<file path="src/rtl/video_tx_pkg.sv">
// Shared types and constants for the video test-pattern transmitter.
// Pattern/FSM enums and the colour-bar table ({R,G,B} bit per bar).
package video_tx_pkg;

  typedef enum logic [1:0] {
    BARS  = 2'd0,
    RAMP  = 2'd1,
    CHECK = 2'd2,
    SOLID = 2'd3
  } pattern_e;

  typedef enum logic {
    IDLE = 1'b0,
    RUN  = 1'b1
  } state_e;

  // Element i is bar i, left to right:
  // white, yellow, cyan, green, magenta, red, blue, black.
  localparam logic [7:0][2:0] BAR_RGB = {
    3'b000, 3'b001, 3'b100, 3'b101,
    3'b010, 3'b011, 3'b110, 3'b111
  };

endpackage

</file>
<file path="src/rtl/tpg_pattern.sv">
// Combinational test-pattern colour for the pixel at (hcnt, vcnt).
// In: hcnt, vcnt, pat_q. Out: red_o, green_o, blue_o (unblanked).
module tpg_pattern
  import video_tx_pkg::*;
#(
  parameter int CD = 8,
  parameter int HA = 1280,
  parameter int HW = 11,
  parameter int VW = 10
) (
  input  logic [HW-1:0] hcnt,
  input  logic [VW-1:0] vcnt,
  input  pattern_e      pat_q,
  output logic [CD-1:0] red_o,
  output logic [CD-1:0] green_o,
  output logic [CD-1:0] blue_o
);

  localparam int BAR_W = HA / 8;
  localparam logic [HW-1:0] BAR_WV = HW'(BAR_W);
  localparam logic [VW-1:0] V_B4 = VW'(16);
  localparam logic [CD-1:0] MID = {1'b1, {(CD-1){1'b0}}};

  logic [2:0] bar_idx;
  logic [2:0] bar;
  logic       chk;

  assign bar_idx = 3'(hcnt / BAR_WV);
  assign bar     = BAR_RGB[bar_idx];
  assign chk     = hcnt[4] ^ (|(vcnt & V_B4));

  always_comb begin
    red_o   = '0;
    green_o = '0;
    blue_o  = '0;
    unique case (1'b1)
      (pat_q == BARS): begin
        red_o   = {CD{bar[2]}};
        green_o = {CD{bar[1]}};
        blue_o  = {CD{bar[0]}};
      end
      (pat_q == RAMP): begin
        red_o   = hcnt[CD-1:0];
        green_o = hcnt[CD-1:0];
        blue_o  = hcnt[CD-1:0];
      end
      (pat_q == CHECK): begin
        red_o   = {CD{chk}};
        green_o = {CD{chk}};
        blue_o  = {CD{chk}};
      end
      (pat_q == SOLID): begin
        red_o   = MID;
        green_o = MID;
        blue_o  = MID;
      end
    endcase
  end

endmodule

</file>
<file path="src/rtl/video_tx_gen.sv">
// Raster timing + test-pattern source; starts/stops on frame bounds.
// In: clk, rst, en_i, pattern_i. Out: RGB, dv/hs/vs, frame/line pulses.
module video_tx_gen
  import video_tx_pkg::*;
#(
  parameter int COLORDEPTH = 8,
  parameter int H_ACTIVE   = 1280,
  parameter int H_FP       = 110,
  parameter int H_SYNC     = 40,
  parameter int H_BP       = 220,
  parameter int V_ACTIVE   = 720,
  parameter int V_FP       = 5,
  parameter int V_SYNC     = 5,
  parameter int V_BP       = 20
) (
  input  logic                  clk,
  input  logic                  rst,
  input  logic                  en_i,
  input  logic [1:0]            pattern_i,
  output logic [COLORDEPTH-1:0] red_o,
  output logic [COLORDEPTH-1:0] green_o,
  output logic [COLORDEPTH-1:0] blue_o,
  output logic                  dv_o,
  output logic                  hs_o,
  output logic                  vs_o,
  output logic                  frame_start_o,
  output logic                  line_end_o
);

  localparam int CD = COLORDEPTH;
  localparam int H_TOTAL = H_ACTIVE + H_FP + H_SYNC + H_BP;
  localparam int V_TOTAL = V_ACTIVE + V_FP + V_SYNC + V_BP;
  // Wide enough for the ramp slice and the checker bit 4.
  localparam int HC0 = $clog2(H_TOTAL);
  localparam int HWA = (HC0 > CD) ? HC0 : CD;
  localparam int HW  = (HWA > 5) ? HWA : 5;
  localparam int VC0 = $clog2(V_TOTAL);
  localparam int VW  = (VC0 > 5) ? VC0 : 5;

  localparam logic [HW-1:0] H_LAST = HW'(H_TOTAL - 1);
  localparam logic [HW-1:0] H_ACT  = HW'(H_ACTIVE);
  localparam logic [HW-1:0] H_LE   = HW'(H_ACTIVE - 1);
  localparam logic [HW-1:0] H_SS   = HW'(H_ACTIVE + H_FP);
  localparam logic [HW-1:0] H_SE   = HW'(H_ACTIVE + H_FP + H_SYNC);
  localparam logic [VW-1:0] V_LAST = VW'(V_TOTAL - 1);
  localparam logic [VW-1:0] V_ACT  = VW'(V_ACTIVE);
  localparam logic [VW-1:0] V_SS   = VW'(V_ACTIVE + V_FP);
  localparam logic [VW-1:0] V_SE   = VW'(V_ACTIVE + V_FP + V_SYNC);

  state_e          state_q, state_d;
  logic [HW-1:0]   hcnt_q, hcnt_d;
  logic [VW-1:0]   vcnt_q, vcnt_d;
  logic            stop_pend_q, stop_pend_d;
  pattern_e        pat_q, pat_d;

  logic [CD-1:0]   red_q, red_d;
  logic [CD-1:0]   green_q, green_d;
  logic [CD-1:0]   blue_q, blue_d;
  logic            dv_q, dv_d;
  logic            hs_q, hs_d;
  logic            vs_q, vs_d;
  logic            fs_q, fs_d;
  logic            le_q, le_d;

  logic [CD-1:0]   tpg_r, tpg_g, tpg_b;
  logic            h_last, f_last, run, act;

  tpg_pattern #(
    .CD (CD),
    .HA (H_ACTIVE),
    .HW (HW),
    .VW (VW)
  ) u_tpg (
    .hcnt    (hcnt_q),
    .vcnt    (vcnt_q),
    .pat_q   (pat_q),
    .red_o   (tpg_r),
    .green_o (tpg_g),
    .blue_o  (tpg_b)
  );

  assign h_last = (hcnt_q == H_LAST);
  assign f_last = h_last && (vcnt_q == V_LAST);

  always_comb begin
    state_d     = state_q;
    hcnt_d      = hcnt_q;
    vcnt_d      = vcnt_q;
    stop_pend_d = stop_pend_q;
    pat_d       = pat_q;
    unique case (state_q)
      IDLE: begin
        hcnt_d      = '0;
        vcnt_d      = '0;
        stop_pend_d = 1'b0;
        if (en_i) begin
          state_d = RUN;
          pat_d   = pattern_e'(pattern_i);
        end
      end
      RUN: begin
        // Tracks the latest en_i; only honoured at the frame wrap.
        stop_pend_d = !en_i;
        hcnt_d = h_last ? '0 : hcnt_q + 1'b1;
        if (h_last) begin
          vcnt_d = (vcnt_q == V_LAST) ? '0 : vcnt_q + 1'b1;
        end
        if (f_last) begin
          pat_d = pattern_e'(pattern_i);
          if (stop_pend_q) begin
            state_d     = IDLE;
            stop_pend_d = 1'b0;
          end
        end
      end
    endcase
  end

  always_comb begin
    run     = (state_q == RUN);
    act     = run && (hcnt_q < H_ACT) && (vcnt_q < V_ACT);
    dv_d    = act;
    hs_d    = run && (hcnt_q >= H_SS) && (hcnt_q < H_SE);
    vs_d    = run && (vcnt_q >= V_SS) && (vcnt_q < V_SE);
    fs_d    = act && (hcnt_q == '0) && (vcnt_q == '0);
    le_d    = act && (hcnt_q == H_LE);
    red_d   = act ? tpg_r : '0;
    green_d = act ? tpg_g : '0;
    blue_d  = act ? tpg_b : '0;
  end

  always_ff @(posedge clk) begin
    if (rst) begin
      state_q     <= IDLE;
      hcnt_q      <= '0;
      vcnt_q      <= '0;
      stop_pend_q <= 1'b0;
      pat_q       <= BARS;
      red_q       <= '0;
      green_q     <= '0;
      blue_q      <= '0;
      dv_q        <= 1'b0;
      hs_q        <= 1'b0;
      vs_q        <= 1'b0;
      fs_q        <= 1'b0;
      le_q        <= 1'b0;
    end else begin
      state_q     <= state_d;
      hcnt_q      <= hcnt_d;
      vcnt_q      <= vcnt_d;
      stop_pend_q <= stop_pend_d;
      pat_q       <= pat_d;
      red_q       <= red_d;
      green_q     <= green_d;
      blue_q      <= blue_d;
      dv_q        <= dv_d;
      hs_q        <= hs_d;
      vs_q        <= vs_d;
      fs_q        <= fs_d;
      le_q        <= le_d;
    end
  end

  assign red_o         = red_q;
  assign green_o       = green_q;
  assign blue_o        = blue_q;
  assign dv_o          = dv_q;
  assign hs_o          = hs_q;
  assign vs_o          = vs_q;
  assign frame_start_o = fs_q;
  assign line_end_o    = le_q;

endmodule

</file>
<file path="config.mk">
export PLATFORM = sky130hd
export DESIGN_NAME = video_tx_gen
export DESIGN_NICKNAME = d
export VERILOG_FILES = /design/src/rtl/video_tx_pkg.sv /design/src/rtl/tpg_pattern.sv /design/src/rtl/video_tx_gen.sv
export SDC_FILE = /design/constraint.sdc
export NUM_CORES = 1
export LEC_CHECK = 0
export CAP_MARGIN = 20
export CELL_PAD_IN_SITES_DETAIL_PLACEMENT = 0
export CELL_PAD_IN_SITES_GLOBAL_PLACEMENT = 1
export CORE_MARGIN = 3
export CORE_UTILIZATION = 37
export CTS_CLUSTER_SIZE = 12
export DETAILED_ROUTE_END_ITERATION = 16
export MAX_ROUTING_LAYER = met4
export PLACE_DENSITY = 0.77
export SYNTH_ARGS = -nofsm -noshare
export SYNTH_HDL_FRONTEND = slang
export SYNTH_SLANG_ARGS = --single-unit
</file>
<file path="constraint.sdc">
create_clock -name clk -period 1.75 [get_ports clk]
set_clock_uncertainty 0.05 [all_clocks]
set_input_delay 0.2625 -clock clk [delete_from_list [all_inputs] [get_ports clk]]
set_output_delay 0.2625 -clock clk [all_outputs]
set_load 0.01 [all_outputs]
</file>
=== Yosys cells after proc, flatten, opt, wreduce, memory -nomap -nowiden ===
Memories as Yosys holds them, arrays and structs flattened.
Index checks and enable logic that the tools add are counted.

* Muxes and demuxes: 19
* $lt $le $gt $ge: 7
* Equality and inequality tests: 9
* Divide/modulo/power cells: 1
* Reductions and logical operators: 16
* Add/subtract/negate cells: 2
* Bitwise gates (word level): 3

{| class="wikitable"
|+ Operator list
! operator !! count
|-
| case mux 8 bit (4 select lines) || 3
|-
| equality test 11 bit, second input constant || 2
|-
| < comparator 11 bit, second input constant || 2
|-
| case mux 11 bit (2 select lines) || 1
|-
| < comparator 10 bit, second input constant || 2
|-
| 2-to-1 mux 10 bit || 2
|-
| case mux 10 bit (2 select lines) || 1
|-
| adder 11 x 1 -> 11 bit, second input constant || 1
|-
| divider 11 x 8 -> 11 bit, second input constant || 1
|-
| greater-or-equal comparator 11 bit, second input constant || 1
|-
| zero test 11 bit || 1
|-
| 2-to-1 mux 11 bit || 1
|-
| adder 10 x 1 -> 10 bit, second input constant || 1
|-
| equality test 10 bit, second input constant || 1
|-
| greater-or-equal comparator 10 bit, second input constant || 1
|-
| logical AND 1 bit || 10
|-
| zero test 10 bit || 1
|-
| 2-to-1 mux 1 bit || 5
|-
| equality test 2 bit, second input constant || 2
|-
| < comparator 3 x 4 -> 1 bit, second input constant || 1
|-
| 2-to-1 mux 2 bit || 2
|-
| inequality test 2 x 1 -> 1 bit, second input constant || 2
|-
| case mux 1 bit (2 select lines) || 2
|-
| case mux 2 bit (2 select lines) || 1
|-
| 9 further kinds || 10
|}

* Register bits: 54
* Word-level logic and storage cells: 71
* Input bits: 5
* Output and inout bits: 29
* Memories: 1
* ROM bits: 24

{| class="wikitable"
|+ Memory list
! memory !! depth !! bits a word !! rd ports !! clocked after Yosys merged registers in !! wr ports !! line !! RTL
|-
| (name not given) || 8 || 3 || 1 || 0 || 0 || tpg_pattern.sv:29 || <nowiki>assign bar = BAR_RGB[bar_idx];</nowiki>
|}

=== Longest topological paths before layout ===
* Depth after elaboration: 5
* Gate-level depth with buffers: 7
* Mapped depth without buffers: 6

=== Modules after synthesis ===
A second synthesis with hierarchy kept.

* Cell total of the unflattened synthesis: 310
* Area total of the unflattened synthesis: 2687.6 sq um

{| class="wikitable"
|+ By module, submodules not included
! module !! times used !! seq. area each (sq um) !! area an instance (sq um) !! cells each
|-
| video_tx_gen || 1 || 1081.0 || 2197.1 || 233
|-
| tpg_pattern || 1 || 0.0 || 490.5 || 77
|}

=== Worst setup path before layout ===
Ideal clock, no wire load.

* Kind: reg-to-reg
* From: reg hcnt_q[0]
* To: reg vcnt_q[4]
* Period minus slack after synthesis: 1812 ps
* Stages on the path, launching flop included: 7
* Arrival time: 1694 ps
* Path buffers: 1
* Slack: -62 ps
* Cell sequence: dfxtp_1 > ha_1 > nand4b_2 > o31a_1 > buf_6 > or4_4 > a21oi_2

* Longest elaborated chain between the ends: 2

{| class="wikitable"
|+ Ends and longest elaborated chain
! element !! line !! RTL
|-
| start: declaration || video_tx_gen.sv:51 || <nowiki>logic [HW-1:0] hcnt_q, hcnt_d;</nowiki>
|-
| start signal: assignment || video_tx_gen.sv:149 || <nowiki>hcnt_q <= hcnt_d;</nowiki>
|-
| equality test 11 bit || video_tx_gen.sv:82 || <nowiki>assign h_last = (hcnt_q == H_LAST);</nowiki>
|-
| inequality test 2 x 1 -> 1 bit (no source line) || n/a ||
|-
| end signal: assignment || video_tx_gen.sv:150 || <nowiki>vcnt_q <= vcnt_d;</nowiki>
|-
| end: declaration || video_tx_gen.sv:52 || <nowiki>logic [VW-1:0] vcnt_q, vcnt_d;</nowiki>
|}

Every way passes these cells.
A chain may end at the register's enable or synchronous reset.

=== Final worst setup path ===
* From: reg hcnt_q[1]
* To: reg vcnt_q[8]

The elaborated chain is that of the path after synthesis.

==> summary.txt <==
Min path
  • Number of instances on the worst hold path: 1
  • Min-delay src: stop_pend_q
  • Hold EP: stop_pend_q
  • Worst min path class: reg2reg

Power and ir drop
  • Sequential share of power: a little over half
  • Sw Pwr: 0.602 mW
  • Static Leakage: 1.42 nW
  • Fraction of power spent switching nets: between 20% and 30%
  • Cell-internal power: between 1.5 and 2 mW
  • Share of total power in the clock network: 36.5%
  • Power density over the cells: roughly 640 nW/µm²
  • Combinational Power Share: between 10 and 15%
  • Largest voltage drop on the vdd net: a little under 0.6 mV

Timing
  • Final worst-path cycle share: 102%
  • Setup repair after global routing missed its margin: yes
  • Transition time at the pin with the least slew margin: about 0.46 ns
  • Count of endpoints failing hold in the final timing report: 0
  • Minimum clock period: roughly 1.8 ns
  • Count of pins over their slew limit: 0
  • Total negative slack: -0.102 ns
  • Headroom to the max-slew limit: 69.0%
  • Achievable clock frequency: 558 MHz
  • # setup viols final: 4
  • Setup ws final: -0.0421 ns

Job
  • Max-cap violation count: 0

Clock tree
  • Max clock buf depth: 2
  • Source-to-sink clock delay at the later pin of the worst-skew pair: between 0.3 and 0.4 ns
  • Clock transition at the registers of the reported paths: ~0.1 ns
  • Root buffer cell: clkbuf_8
  • Total number of H-tree levels: 2
  • Clock tree from TritonCTS: yes
  • Clock buffer count from CTS: 5
  • Sink count of the clock tree: 54

Setup path
  • FF-to-FF End: vcnt_q[8]
  • Length in cells of the worst reg-to-reg path: 6
  • Crit path buf inv count: 1
  • Worst reg2reg path startpoint: hcnt_q[1]
  • Family with the most delay on the worst path: simple AND/OR/NAND/NOR gates
  • Worst-case register-to-register setup slack: -0.04 ns
  • Worst-path cell with the longest stage delay: or4_4
  • Crit start category: flip-flop
  • Critical Path, Cell by Cell: inv_2, ha_4, nand4b_4, or4_4, o311ai_4, o21a_1
  • Arrival @ worst endpoint: 2.01 ns
  • Crit path required time: around 2 ns
  • Delay of the slowest cell on the worst path: just over 0.6 ns
  • Crit path max fanout: 4
  • Worst Setup Path Type: reg2reg
  • Endpoint kind of the worst setup timing path: flip-flop

Yosys
  • Ys Warns: 0
  • Ys async rst share: 0%
  • Per-instance average area after synthesis: slightly below 9 µm²
  • Dominant cell by count in the synthesized netlist: dfxtp_1
  • Instance count of the mapped netlist: a little under 300
  • Synth Net Count: 303
  • Number of enable-type register cells in the synthesized netlist: 0
  • Cell area after synthesis: 2600 µm²
  • Distinct cells, synth: 59
  • Main area contributors after synthesis: dfxtp_1 42%, a21oi_1 5.8%, ha_1 3.4%
  • Share of the synthesized area in the top cell type: approximately 42%
  • Leading post-synthesis cells by instance count: 54 x dfxtp_1, 30 x a21oi_1, 22 x nor2_1, 13 x inv_1, 11 x nand2_1
  • Register bit total from synthesis: 54
  • Top_reg_cell synth: dfxtp_1
  • Yosys top cell by area: dfxtp_1
  • Sequential element share of the synthesized area: between 40% and 50%

Routing
  • Count of vias placed by the detailed router: about 2500
  • Post-detailed-routing wire length: roughly 7400 µm
  • Number of iterations in the first detailed-routing pass: 5
  • Wirelength per Cell: roughly 16 µm
  • Number of vias per cell after detailed routing: between 5 and 6
  • Initial DRC count: roughly 190
  • DRC violation count after routing: 0
  • Remaining antenna violation count after routing: 0

Global route
  • Wire length of the first global-routing pass: about 12000 µm
  • Antenna violations before repair: 0
  • Largest net degree at the start of global routing: 19
  • Total routing usage reported by global routing: between 10% and 20%
  • Overall overflow remaining after global route: 0
  • Number of global-route vias before repair: between 2000 and 2500

Floorplan
  • Core region area: between 6000 and 7000 µm²
  • Y dimension of the die: around 90 µm
  • Die ar.: 8080 µm²
  • Ports placed on the boundary: 34
  • Starting Density: about two fifths
  • Horiz. Die Dim: approximately 90 µm
  • Cell row count: 29

Finish
  • Final cell count without fillers: between 400 and 500
  • Final instance area: between 3000 and 4000 µm²
  • Share of layout cells above drive strength 1: between 20% and 30%
  • Number of nets in the finished design: 385
  • Layout overhead on the synthesized area: 45.7%
  • Antenna cell count: 0

Placed design
  • Final Wtd Congestion: slightly below 0.9
  • Instance count after placement with tap cells included: ~460
  • IO Port Bufs: 33
  • Placed inst area: roughly 3400 µm²
  • Half-perimeter wire length after placement: ~5200 µm

Status
  • Result of the run: finished with violations
  • Violations in the final reports: setup timing
==> registers in the layout, indices dropped and copies added, names as in the netlist <==
name and count:
run 1, hs_o 1, stop_pend_q 1, green_o 8
hcnt_q 11, vs_o 1, line_end_o 1, pat_q 2
red_o 8, frame_start_o 1, vcnt_q 10, dv_o 1
blue_o 8
==> per-stage QoR <==
step                      worst slack [ns]  hold WS (ns)  utilization (%)  power (mW)
after global routing                -0.114         0.426             57.8        2.53
final                              -0.0421         0.395             57.8        2.45
after floorplan                     0.0117         0.285                -        1.42
after global placement              -0.233         0.373             51.9        1.57
after detailed placement            -0.254         0.379             51.9        1.57
after CTS                          -0.0944         0.398             54.4        2.45
==> logic make-up (layout without fill, tap and decap cells) <==
| logic type | Yosys count | count (layout) | share of synthesized area (%) |
|---|---|---|---|
| DFF | 54 | 54 | 41.5 |
| and+or+nand+nor | 104 | 104 | 23.7 |
| AOI/OAI and AO/OA | 84 | 84 | 22.0 |
| adders and majority gates | 7 | 7 | 3.36 |
| xor gates and xnor gates | 9 | 9 | 3.03 |
| muxes | 2 | 2 | 0.769 |
| buffers and inverters | 31 | 114 | 5.62 |
==> placed cells by master, fill, tap and decap left out, types with 3 or more instances in the layout <==
cell type        Yosys  layout
inv_1               13      11
xnor2_1              7       7
nor4b_1              4       3
a21oi_2              1       5
nand2b_1            10      10
clkdlybuf4s50_1      0      33
buf_6                2       4
nor4_1               6       4
a211oi_1             8       7
ha_1                 7       5
dfxtp_1             54      46
clkbuf_8             0       5
a21oi_1             30      26
nand2_1             11      11
nor2b_1              3       3
dfxtp_4              0       3
o31ai_1              5       3
or3_1                7       4
buf_4                1      54
nand3_1              8       8
nor2_1              22      20
a221oi_2             0       6
or3_4                0       3
dfxtp_2              0       5
o21ai_0              8       7
nor3_1               9       8
nand4_1              5       5
or4_4                1       3
==> worst max-delay path by stage <==
stage,from,end,depth (start not counted)
2_1_floorplan,hcnt_q[1],vcnt_q[4],7
6_report,hcnt_q[1],vcnt_q[8],6
5_1_grt,hcnt_q[1],vcnt_q[3],6
3_5_place_dp,rst,vcnt_q[8],5
4_1_cts,hcnt_q[1],vcnt_q[3],6
3_3_place_gp,rst,vcnt_q[8],5
==> power groups by stage <==
stage,logic (mW),clock network [mW],registers [mW]
after floorplan,0.0835,0,1.34
after global placement,0.252,0,1.32
after detailed placement,0.253,0,1.32
after CTS,0.257,0.903,1.29
after global routing,0.289,0.948,1.29
final,0.268,0.893,1.28
==> what timing repair did <==
action / 4_1_cts / 5_1_grt
setup buffers: 1 / 3
gates resized for setup: 12 / 42
hold buffers: 0 / 0
endpoints found under the setup margin: 28 / 30
endpoints found under the hold margin: 0 / 0
pin swaps: 6 / 16
==> worst reg2reg max path: cells and delay by family, from the launching register on <==
kind / cells / cell delay [ns]
adder cells (fa/ha/maj): 1 / 0.13
buffers and inverters: 1 / 0.07
AO/OA/AOI/OAI: 2 / 0.43
flip-flops: 1 / 0.34
AND/OR/NAND/NOR: 2 / 0.72
==> layer usage <==
| metal | vias up | wire length, µm | global-route usage [%] |
|---|---|---|---|
| met1 | 1206 | 3500 | 25.4 |
| met4 | 0 | 77 | 4.85 |
| met2 | 74 | 3470 | 27.6 |
| li1 | 1249 | - | - |
| met3 | 7 | 328 | 3.26 |
| met5 | - | 0 | - |
==> layout make-up <==
class | instances | area [µm²]
fill | 597 | 2770
sequential | 54 | 1100
multi-input combinational | 206 | 1590
inverter | 13 | 48.8
clock buffer | 5 | 68.8
timing repair buffer | 93 | 821
clock inverter | 3 | 47.5
tap | 93 | 116
No activity file was read; power rests on OpenSTA's default activity.
